[config.mk]
export PLATFORM = sky130hd
export DESIGN_NAME = anim_sequencer_flat
export DESIGN_NICKNAME = d
export VERILOG_FILES = /design/src/rtl/anim_sequencer_if.sv /design/src/rtl/anim_sequencer.sv /design/src/flat_wrapper.sv
export SDC_FILE = /design/constraint.sdc
export NUM_CORES = 1
export LEC_CHECK = 0
export ABC_AREA = 1
export CELL_PAD_IN_SITES_DETAIL_PLACEMENT = 1
export CELL_PAD_IN_SITES_GLOBAL_PLACEMENT = 2
export CORE_ASPECT_RATIO = 0.75
export CORE_UTILIZATION = 33
export CTS_CLUSTER_DIAMETER = 40
export DETAILED_ROUTE_END_ITERATION = 8
export GPL_TIMING_DRIVEN = 0
export PLACE_DENSITY = 0.77
export SLEW_MARGIN = 20
export SYNTH_ARGS = -nofsm -noshare
export SYNTH_HDL_FRONTEND = slang
export SYNTH_SLANG_ARGS = --single-unit
[constraint.sdc]
create_clock -name clk -period 2.2 [get_ports clk]
set_clock_uncertainty 0.1 [all_clocks]
set_input_delay 0.33 -clock clk [delete_from_list [all_inputs] [get_ports clk]]
set_output_delay 0.33 -clock clk [all_outputs]
set_load 0.01 [all_outputs]
[src/rtl/anim_sequencer_if.sv]
// Request/status bundle between a character controller (master) and anim_sequencer (slave).
interface anim_sequencer_if;
  logic       punch_req;
  logic       special_req;
  logic       hit;
  logic       move_fwd;
  logic       move_back;
  logic [2:0] character_state;
  logic [1:0] move_state;
  logic [1:0] frame;
  logic       busy;
  logic       anim_done;

  modport master (
    output punch_req, special_req, hit, move_fwd, move_back,
    input  character_state, move_state, frame, busy, anim_done
  );

  modport slave (
    input  punch_req, special_req, hit, move_fwd, move_back,
    output character_state, move_state, frame, busy, anim_done
  );
endinterface

[src/rtl/anim_sequencer.sv]
// Character animation sequencer: punch/special/injured one-shots plus walk-cycle framing.
// Optional ANIM_INPUT_BUFFER_EN keeps a one-deep request buffer for requests made while busy.
module anim_sequencer #(
  parameter int unsigned TICK_DIV     = 12_500_000,
  parameter int unsigned PUNCH_FRAMES = 3,
  parameter int unsigned INJ_FRAMES   = 3
) (
  input  logic            clk,
  input  logic            rst_n,
  anim_sequencer_if.slave bus
);

  localparam int unsigned    CW           = $clog2(TICK_DIV);
  localparam logic [CW-1:0]  TICK_LAST    = CW'(TICK_DIV - 1);
  localparam logic [1:0]     PUNCH_LAST   = 2'(PUNCH_FRAMES - 1);
  localparam logic [1:0]     INJ_LAST     = 2'(INJ_FRAMES - 1);
  localparam logic [1:0]     SPECIAL_LAST = 2'd3;

  typedef enum logic [2:0] {
    ST_NORMAL  = 3'b000,
    ST_PUNCH   = 3'b001,
    ST_SPECIAL = 3'b010,
    ST_INJURED = 3'b100
  } state_t;

  typedef enum logic [1:0] {
    MV_IDLE = 2'b00,
    MV_FWD  = 2'b01,
    MV_BACK = 2'b10
  } move_t;

  state_t        state_q, state_d;
  move_t         move_q, move_d, move_in;
  logic [1:0]    frame_q, frame_d;
  logic [1:0]    last_frame;
  logic          busy_q, busy_d;
  logic          done_q, done_d;
  logic [CW-1:0] cnt_q, cnt_d;
  logic          tick;

`ifdef ANIM_INPUT_BUFFER_EN
  typedef enum logic [1:0] {
    PEND_NONE    = 2'b00,
    PEND_PUNCH   = 2'b01,
    PEND_SPECIAL = 2'b10
  } pend_t;

  pend_t pend_q, pend_d;
`endif

  assign tick = (cnt_q == TICK_LAST);

  always_comb begin
    move_in = MV_IDLE;
    case ({bus.move_back, bus.move_fwd})
      2'b01:   move_in = MV_FWD;
      2'b10:   move_in = MV_BACK;
      default: move_in = MV_IDLE;
    endcase
  end

  always_comb begin
    last_frame = SPECIAL_LAST;
    case (state_q)
      ST_PUNCH:   last_frame = PUNCH_LAST;
      ST_INJURED: last_frame = INJ_LAST;
      default:    last_frame = SPECIAL_LAST;
    endcase
  end

  always_comb begin
    state_d = state_q;
    move_d  = MV_IDLE;
    frame_d = frame_q;
    done_d  = 1'b0;
`ifdef ANIM_INPUT_BUFFER_EN
    pend_d  = pend_q;
`endif

    case (state_q)
      ST_NORMAL: begin
`ifdef ANIM_INPUT_BUFFER_EN
        // Any request taken in NORMAL supersedes whatever was buffered.
        pend_d = PEND_NONE;
`endif
        if (bus.hit) begin
          state_d = ST_INJURED;
          frame_d = 2'd0;
        end else if (bus.special_req) begin
          state_d = ST_SPECIAL;
          frame_d = 2'd0;
        end else if (bus.punch_req) begin
          state_d = ST_PUNCH;
          frame_d = 2'd0;
`ifdef ANIM_INPUT_BUFFER_EN
        end else if (pend_q == PEND_SPECIAL) begin
          state_d = ST_SPECIAL;
          frame_d = 2'd0;
        end else if (pend_q == PEND_PUNCH) begin
          state_d = ST_PUNCH;
          frame_d = 2'd0;
`endif
        end else begin
          move_d = move_in;
          if (move_in != move_q) begin
            frame_d = 2'd0;
          end else if (tick) begin
            case (move_in)
              MV_FWD:  frame_d = (frame_q == 2'd0) ? 2'd1 : 2'd0;
              MV_BACK: frame_d = (frame_q == 2'd0) ? 2'd2 : 2'd0;
              default: frame_d = 2'd0;
            endcase
          end
        end
      end

      ST_PUNCH, ST_SPECIAL, ST_INJURED: begin
        if (bus.hit && (state_q != ST_INJURED)) begin
          state_d = ST_INJURED;
          frame_d = 2'd0;
`ifdef ANIM_INPUT_BUFFER_EN
          pend_d  = PEND_NONE;
`endif
        end else begin
`ifdef ANIM_INPUT_BUFFER_EN
          // Special overwrites a buffered punch; a punch never displaces a buffered special.
          if (bus.special_req) begin
            pend_d = PEND_SPECIAL;
          end else if (bus.punch_req && (pend_q != PEND_SPECIAL)) begin
            pend_d = PEND_PUNCH;
          end
`endif
          if (tick) begin
            if (frame_q == last_frame) begin
              state_d = ST_NORMAL;
              frame_d = 2'd0;
              done_d  = 1'b1;
              move_d  = move_in;
            end else begin
              frame_d = frame_q + 2'd1;
            end
          end
        end
      end

      default: begin
        state_d = ST_NORMAL;
        frame_d = 2'd0;
      end
    endcase

    busy_d = (state_d != ST_NORMAL);
    // Reload on every state change so each state's first frame is a full tick period.
    cnt_d  = ((state_d != state_q) || tick) ? '0 : cnt_q + 1'b1;
  end

  always_ff @(posedge clk) begin
    if (!rst_n) begin
      state_q <= ST_NORMAL;
      move_q  <= MV_IDLE;
      frame_q <= '0;
      busy_q  <= 1'b0;
      done_q  <= 1'b0;
      cnt_q   <= '0;
`ifdef ANIM_INPUT_BUFFER_EN
      pend_q  <= PEND_NONE;
`endif
    end else begin
      state_q <= state_d;
      move_q  <= move_d;
      frame_q <= frame_d;
      busy_q  <= busy_d;
      done_q  <= done_d;
      cnt_q   <= cnt_d;
`ifdef ANIM_INPUT_BUFFER_EN
      pend_q  <= pend_d;
`endif
    end
  end

  assign bus.character_state = state_q;
  assign bus.move_state      = move_q;
  assign bus.frame           = frame_q;
  assign bus.busy            = busy_q;
  assign bus.anim_done       = done_q;

endmodule

[src/flat_wrapper.sv]
// flat-port wrapper written by rule: the top's interface ports become plain ports
module anim_sequencer_flat 
#(
  parameter int unsigned TICK_DIV     = 12_500_000,
  parameter int unsigned PUNCH_FRAMES = 3,
  parameter int unsigned INJ_FRAMES   = 3
)
  (clk, rst_n, bus_punch_req, bus_special_req, bus_hit, bus_move_fwd, bus_move_back, bus_character_state, bus_move_state, bus_frame, bus_busy, bus_anim_done);
  anim_sequencer_if bus_i ();
  input  logic clk;
  input  logic rst_n;
  input wire logic [$bits(bus_i.punch_req)-1:0] bus_punch_req;
  input wire logic [$bits(bus_i.special_req)-1:0] bus_special_req;
  input wire logic [$bits(bus_i.hit)-1:0] bus_hit;
  input wire logic [$bits(bus_i.move_fwd)-1:0] bus_move_fwd;
  input wire logic [$bits(bus_i.move_back)-1:0] bus_move_back;
  output wire logic [$bits(bus_i.character_state)-1:0] bus_character_state;
  output wire logic [$bits(bus_i.move_state)-1:0] bus_move_state;
  output wire logic [$bits(bus_i.frame)-1:0] bus_frame;
  output wire logic [$bits(bus_i.busy)-1:0] bus_busy;
  output wire logic [$bits(bus_i.anim_done)-1:0] bus_anim_done;
  assign bus_i.punch_req = bus_punch_req;
  assign bus_i.special_req = bus_special_req;
  assign bus_i.hit = bus_hit;
  assign bus_i.move_fwd = bus_move_fwd;
  assign bus_i.move_back = bus_move_back;
  assign bus_character_state = bus_i.character_state;
  assign bus_move_state = bus_i.move_state;
  assign bus_frame = bus_i.frame;
  assign bus_busy = bus_i.busy;
  assign bus_anim_done = bus_i.anim_done;
  anim_sequencer #(.TICK_DIV(TICK_DIV), .PUNCH_FRAMES(PUNCH_FRAMES), .INJ_FRAMES(INJ_FRAMES)) u_core (.clk(clk), .rst_n(rst_n), .bus(bus_i));
endmodule
* After elaboration in Yosys (flattened, before gate mapping)
Index checks and enable logic that the tools add are counted.
Cells by class: add/sub/neg operators 2, bitwise logic cells 3, reductions and logical operators 10, equality and inequality tests 14, muxes and demuxes 29
Operator list (count):
- $mux W2 | 15
- $add A24 B1 Y24 const B | 1
- $eq A24 B24 Y1 const B | 1
- $mux W3 | 6
- $pmux W2 S2 | 4
- $ne A6 B4 Y1 const B | 1
- $pmux W3 S2 | 1
- $eq A2 B1 Y1 const B | 2
- $eq A2 B2 Y1 const B | 2
- $reduce_or A2 Y1 | 2
- $reduce_or A4 Y1 | 1
- $eq A3 B1 Y1 const B | 1
- $eq A3 B2 Y1 const B | 1
- $eq A3 B3 Y1 const B | 1
- $logic_not A3 Y1 | 1
- $mux W1 | 3
- $ne A3 B1 Y1 const B | 1
- $ne A3 B3 Y1 | 1
- $ne A3 B3 Y1 const B | 1
- $not A1 Y1 | 3
- $reduce_bool A3 Y1 | 1
- $reduce_or A3 Y1 | 1
- $add A2 B1 Y2 const B | 1
- $eq A2 B2 Y1 | 1
- other kinds (5) | 5
Word-level totals: output and inout bits 9, word-level logic and storage cells 64, flip-flop bits (word level) 33, input bits 7

* Longest topological paths before layout
Gate-level depths: netlist (run 1).
depth after elaboration 11, depth in mapped cells 15, mapped depth without buffers 14

* Least setup slack after synthesis (run 1)
OpenSTA, ideal clock, no wires.
kind reg2reg, start point register u_core.cnt_q[0], end point register u_core.cnt_q[15], data arrival time 1701 ps, stages on the path, launching flop included 14, library setup time 121 ps, buffers on the path 1, clock period less this slack 1922 ps, slack 278 ps, required time 1979 ps, cell sequence dfxtp_1 -> ha_1 -> nand2_1 -> nor2_1 -> nand3_1 -> nor2_1 -> nand2_2 -> nand2_1 -> nand2_1 -> nand2_2 -> nand2_1 -> nand3_4 -> buf_12 -> nor2_4
Between the ends: word-level cells in the longest chain between the ends 7, elaborated cells between the ends (all ways) 8, classes of those cells 1 x add/sub; 2 x eq/ne; 3 x mux; 2 x reduce/logical
Ends and longest elaborated chain:
- start: declaration | RTL line anim_sequencer.sv:38 | logic [CW-1:0] cnt_q, cnt_d;
- start signal: assignment | RTL line anim_sequencer.sv:174 | cnt_q <= cnt_d;
- $eq A24 B24 Y1 | RTL line anim_sequencer.sv:51 | assign tick = (cnt_q == TICK_LAST);
- $mux W3 | RTL line anim_sequencer.sv:133 | if (tick) begin
- $mux W3 | RTL line anim_sequencer.sv:118 | if (bus.hit && (state_q != ST_INJURED)) begin
- $pmux W3 S2 | RTL line anim_sequencer.sv:80 | case (state_q)
- $ne A3 B3 Y1 | RTL line anim_sequencer.sv:154 | cnt_d = ((state_d != state_q) || tick) ? '0 : cnt_q + 1'b1;
- $logic_or A1 B1 Y1 | RTL line anim_sequencer.sv:154
- $reduce_or A2 Y1 (no line)
Parallel ways exist; a longest one is shown, timed or not. A chain may end at the register's enable or synchronous reset.

* Worst setup path in the final report (run 1)
start point register u_core.cnt_q[0], end point register u_core.cnt_q[0]
Same word-level chain as after synthesis.

==> results of run 1 <==
## worst min-delay path, cell delays in order (launching register included)
cell and delay, ns:
dfxtp_1 0.35, nand2_1 0.08, a21oi_1 0.05
## per-layer routing
metal | up-vias | share of wire | GRT usage | wire length [um]
met4 | 0 | 0.0074 | 0.0365 | 36
met3 | 4 | 0.021 | 0.0395 | 102
met1 | 773 | 0.58 | 0.264 | 2820
met5 | - | 0 | 0 | 0
met2 | 12 | 0.39 | 0.206 | 1890
li1 | 890 | - | - | -
## layout make-up
cell class	count	area [um2]	share of cell area
buffer	2	40.0	0.0161
multi-input combinational	191	1210	0.486
timing repair buffer	19	215	0.0864
clock buffer	7	86.3	0.0347
inverter	46	173	0.0693
tap	78	97.6	0.0392
sequential	33	669	0.269
## sequential cells by signal, summed over array words and instances (netlist names)
register                    flops
u_core.bus.busy                 1
u_core.bus.move_state           2
u_core.bus.character_state      3
u_core.bus.frame                2
u_core.bus.anim_done            1
u_core.cnt_q                   24
## kinds of logic after synthesis
group                      synth area share
and+or+nand+nor                       0.400
buffers and inverters                 0.105
DFF                                   0.327
xor gates and xnor gates             0.0998
AOI/OAI and AO/OA                    0.0365
adders and majority gates            0.0310
## placed cells by master (no fill, tap or decap), types with 2 or more instances in the layout
master,synthesis,final
nand2_1,54,51
inv_1,43,41
nor2_1,35,32
dfxtp_1,33,28
nor2_4,21,25
clkdlybuf4s50_1,0,15
nand3_1,14,13
xor2_1,12,12
xnor2_1,11,11
nor3_1,8,8
nand2_2,5,7
a21oi_1,7,7
clkbuf_8,0,6
inv_2,2,5
nand4_1,5,5
ha_1,5,4
dfxtp_2,0,4
o21ai_0,3,3
nor4_1,3,3
nor2_2,3,2
buf_12,2,2
clkbuf_16,0,2
buf_4,0,2
## metrics by stage
| step | std cells | utilization | setup WS, ns | setup TNS, ns |
|---|---|---|---|---|
| 5_1_grt | 376 | 0.425 | -0.0239 | -0.0691 |
| 2_1_floorplan | 272 | - | 0.278 | 0 |
| 6_report | 376 | 0.425 | 0.179 | 0 |
| 4_1_cts | 372 | 0.404 | 0.00707 | 0 |
| 3_3_place_gp | 365 | 0.387 | -0.0421 | -0.0744 |
| 3_5_place_dp | 365 | 0.387 | -0.0530 | -0.721 |
## where the power goes
group | switching (mW) | internal [mW]
clock network | 0.216 | 0.248
registers | 0.0185 | 0.615
logic | 0.171 | 0.129
total | 0.406 | 0.992
## final timing paths
path | from | end | slack (ns) | depth (start not counted)
min reg2reg | u_core.bus.frame[1] | u_core.bus.frame[1] | 0.42 | 2
max reg2reg | u_core.cnt_q[0] | u_core.cnt_q[0] | 0.18 | 14
max | u_core.cnt_q[0] | u_core.cnt_q[0] | 0.18 | 14
min | u_core.bus.frame[1] | u_core.bus.frame[1] | 0.42 | 2
## repair_timing
action	CTS	global route
pin swaps	0	5
gates cloned	0	2
endpoints found under the setup margin	20	24
setup buffers	0	2
resized for setup	3	21
==> metrics.csv, run 1 <==
stage;metric;value;unit
status;status;finished, final reports clean;
clock_tree;clk_pin_slew;0.06;ns
grt;antenna_found_initial;0;
yosys;ys_ff_latch;33;
timing;finalMaxSlewViolations;0;
finish;design_area;2490;um2
critical_path;worstSetupPathType;reg2reg;
critical_path;worstPathArrival;2.14;ns
yosys;synth_top_area_share;0.327;
grt;grt_use_total;0.162;
detailed_routing;dr_total_vias;1679;
clock_tree;cts_buffers;5;
yosys;synth_area_per_cell;7.42;um2
yosys;ys_seq_area_frac;0.327;
critical_path;crit_slowest_cell;dfxtp_4;
timing;hold_slack;0.424;ns
die;die_w;92.3;um
die;pin_count;16;
clock_tree;cts_hold_buf;0;
placed_design;place_area;2270;um2
timing;max-slew-margin-rel;0.740;
yosys;synthTopCellsByCount;54 x nand2_1, 43 x inv_1, 35 x nor2_1;
critical_path;worstPathRequired;2.32;ns
job;max-cap-violations;0;
critical_path;critical_path_buf_inv_count;1;
yosys;synthCells;272;
placed_design;io_buffers;15;
clock_tree;cts_tree;yes;
placed_design;dp_hpwl;3720;um
critical_path;cp_top_family;simple AND/OR/NAND/NOR gates;
timing;max_freq;495;MHz
yosys;synth_edf_count;0;
pwr;p_per_area;561;nW/um2
detailed_routing;vias_per_cell;4.47;
critical_path;end_kind;register;
pwr;power;1.40;mW
detailed_routing;dr.pass1.iters;4;
yosys;yosysTopAreaCell;dfxtp_1;
yosys;synth_fp_nets;284;
clock_tree;clockRootBuffer;clkbuf_8;
detailed_routing;drc;0;
clock_tree;cts.sinks;33;
timing;fin_crit_sh;0.919;
critical_path;cpMostUsedCell;nand2_2;
timing;tightest_slew;0.386;ns
die;die_h;69.7;um
detailed_routing;wl;4850;um
pwr;irDropWorstVdd;0.281;mV
yosys;synthArstFlopShare;0;
finish;nets;310;
yosys;yosysMostFrequentCell;nand2_1;
finish;drive_above_1_share;0.205;
critical_path;critical_path.max_stage_delay;0.36;ns
yosys;yosys_most_used_dff;dfxtp_1;
detailed_routing;ant_nets;0;
finish;fillCellCount;749;
detailed_routing;drtIter0Drc;53;
timing;period_needed;2.02;ns
timing;hold_viol_final;0;
critical_path;path_cells;ha_4 > nand2_4 > nor2_1 > nand3_1 > nor2_4 > nand2_2 > nand2_1 > nand2_1 > nand2_2 > nand2_2 > nand2_2 > nand3_4 > clkbuf_16 > nor2_4;
die;die_area;6440;um2
die;start_util;0.345;
finish;syn_to_final_growth;23.4;%
die;row_count;24;
critical_path;cp_max_fo;8;
worst_hold_path;hold_class;reg2reg;
grt;grt_pass1_wl;8200;um
finish;diodes;0;
pwr;p_leak;0.911;nW
grt;grt_max_degree;11;
placed_design;gp_congestion;0.736;
critical_path;cp-start-kind;register;
grt;grt_pass1_vias;1623;
yosys;netlist-cell-type-count;24;
timing;setup_viol;0;
yosys;synthesis.area;2020;um2
clock_tree;clkLatencyLatePin;0.28;ns
yosys;yosys-top-cells-area;dfxtp_1 33%, nor2_4 12%, nand2_1 10%;
detailed_routing;routedWlPerCell;12.9;um
grt;overflow;0;
clock_tree;ctsHtreeMaxLevel;2;
yosys;ys_warn_count;0;
clock_tree;cts_buffer_depth;2;
die;core-area;5860;um2
No activity file was read; power rests on OpenSTA's default activity.
==> inputs of run 2 (changes only) <==
Settings changed: GPL_ROUTABILITY_DRIVEN set to 0.
==> results of run 2 <==
Same layout as run 1: the final DEF is identical, and so are final timing and power.
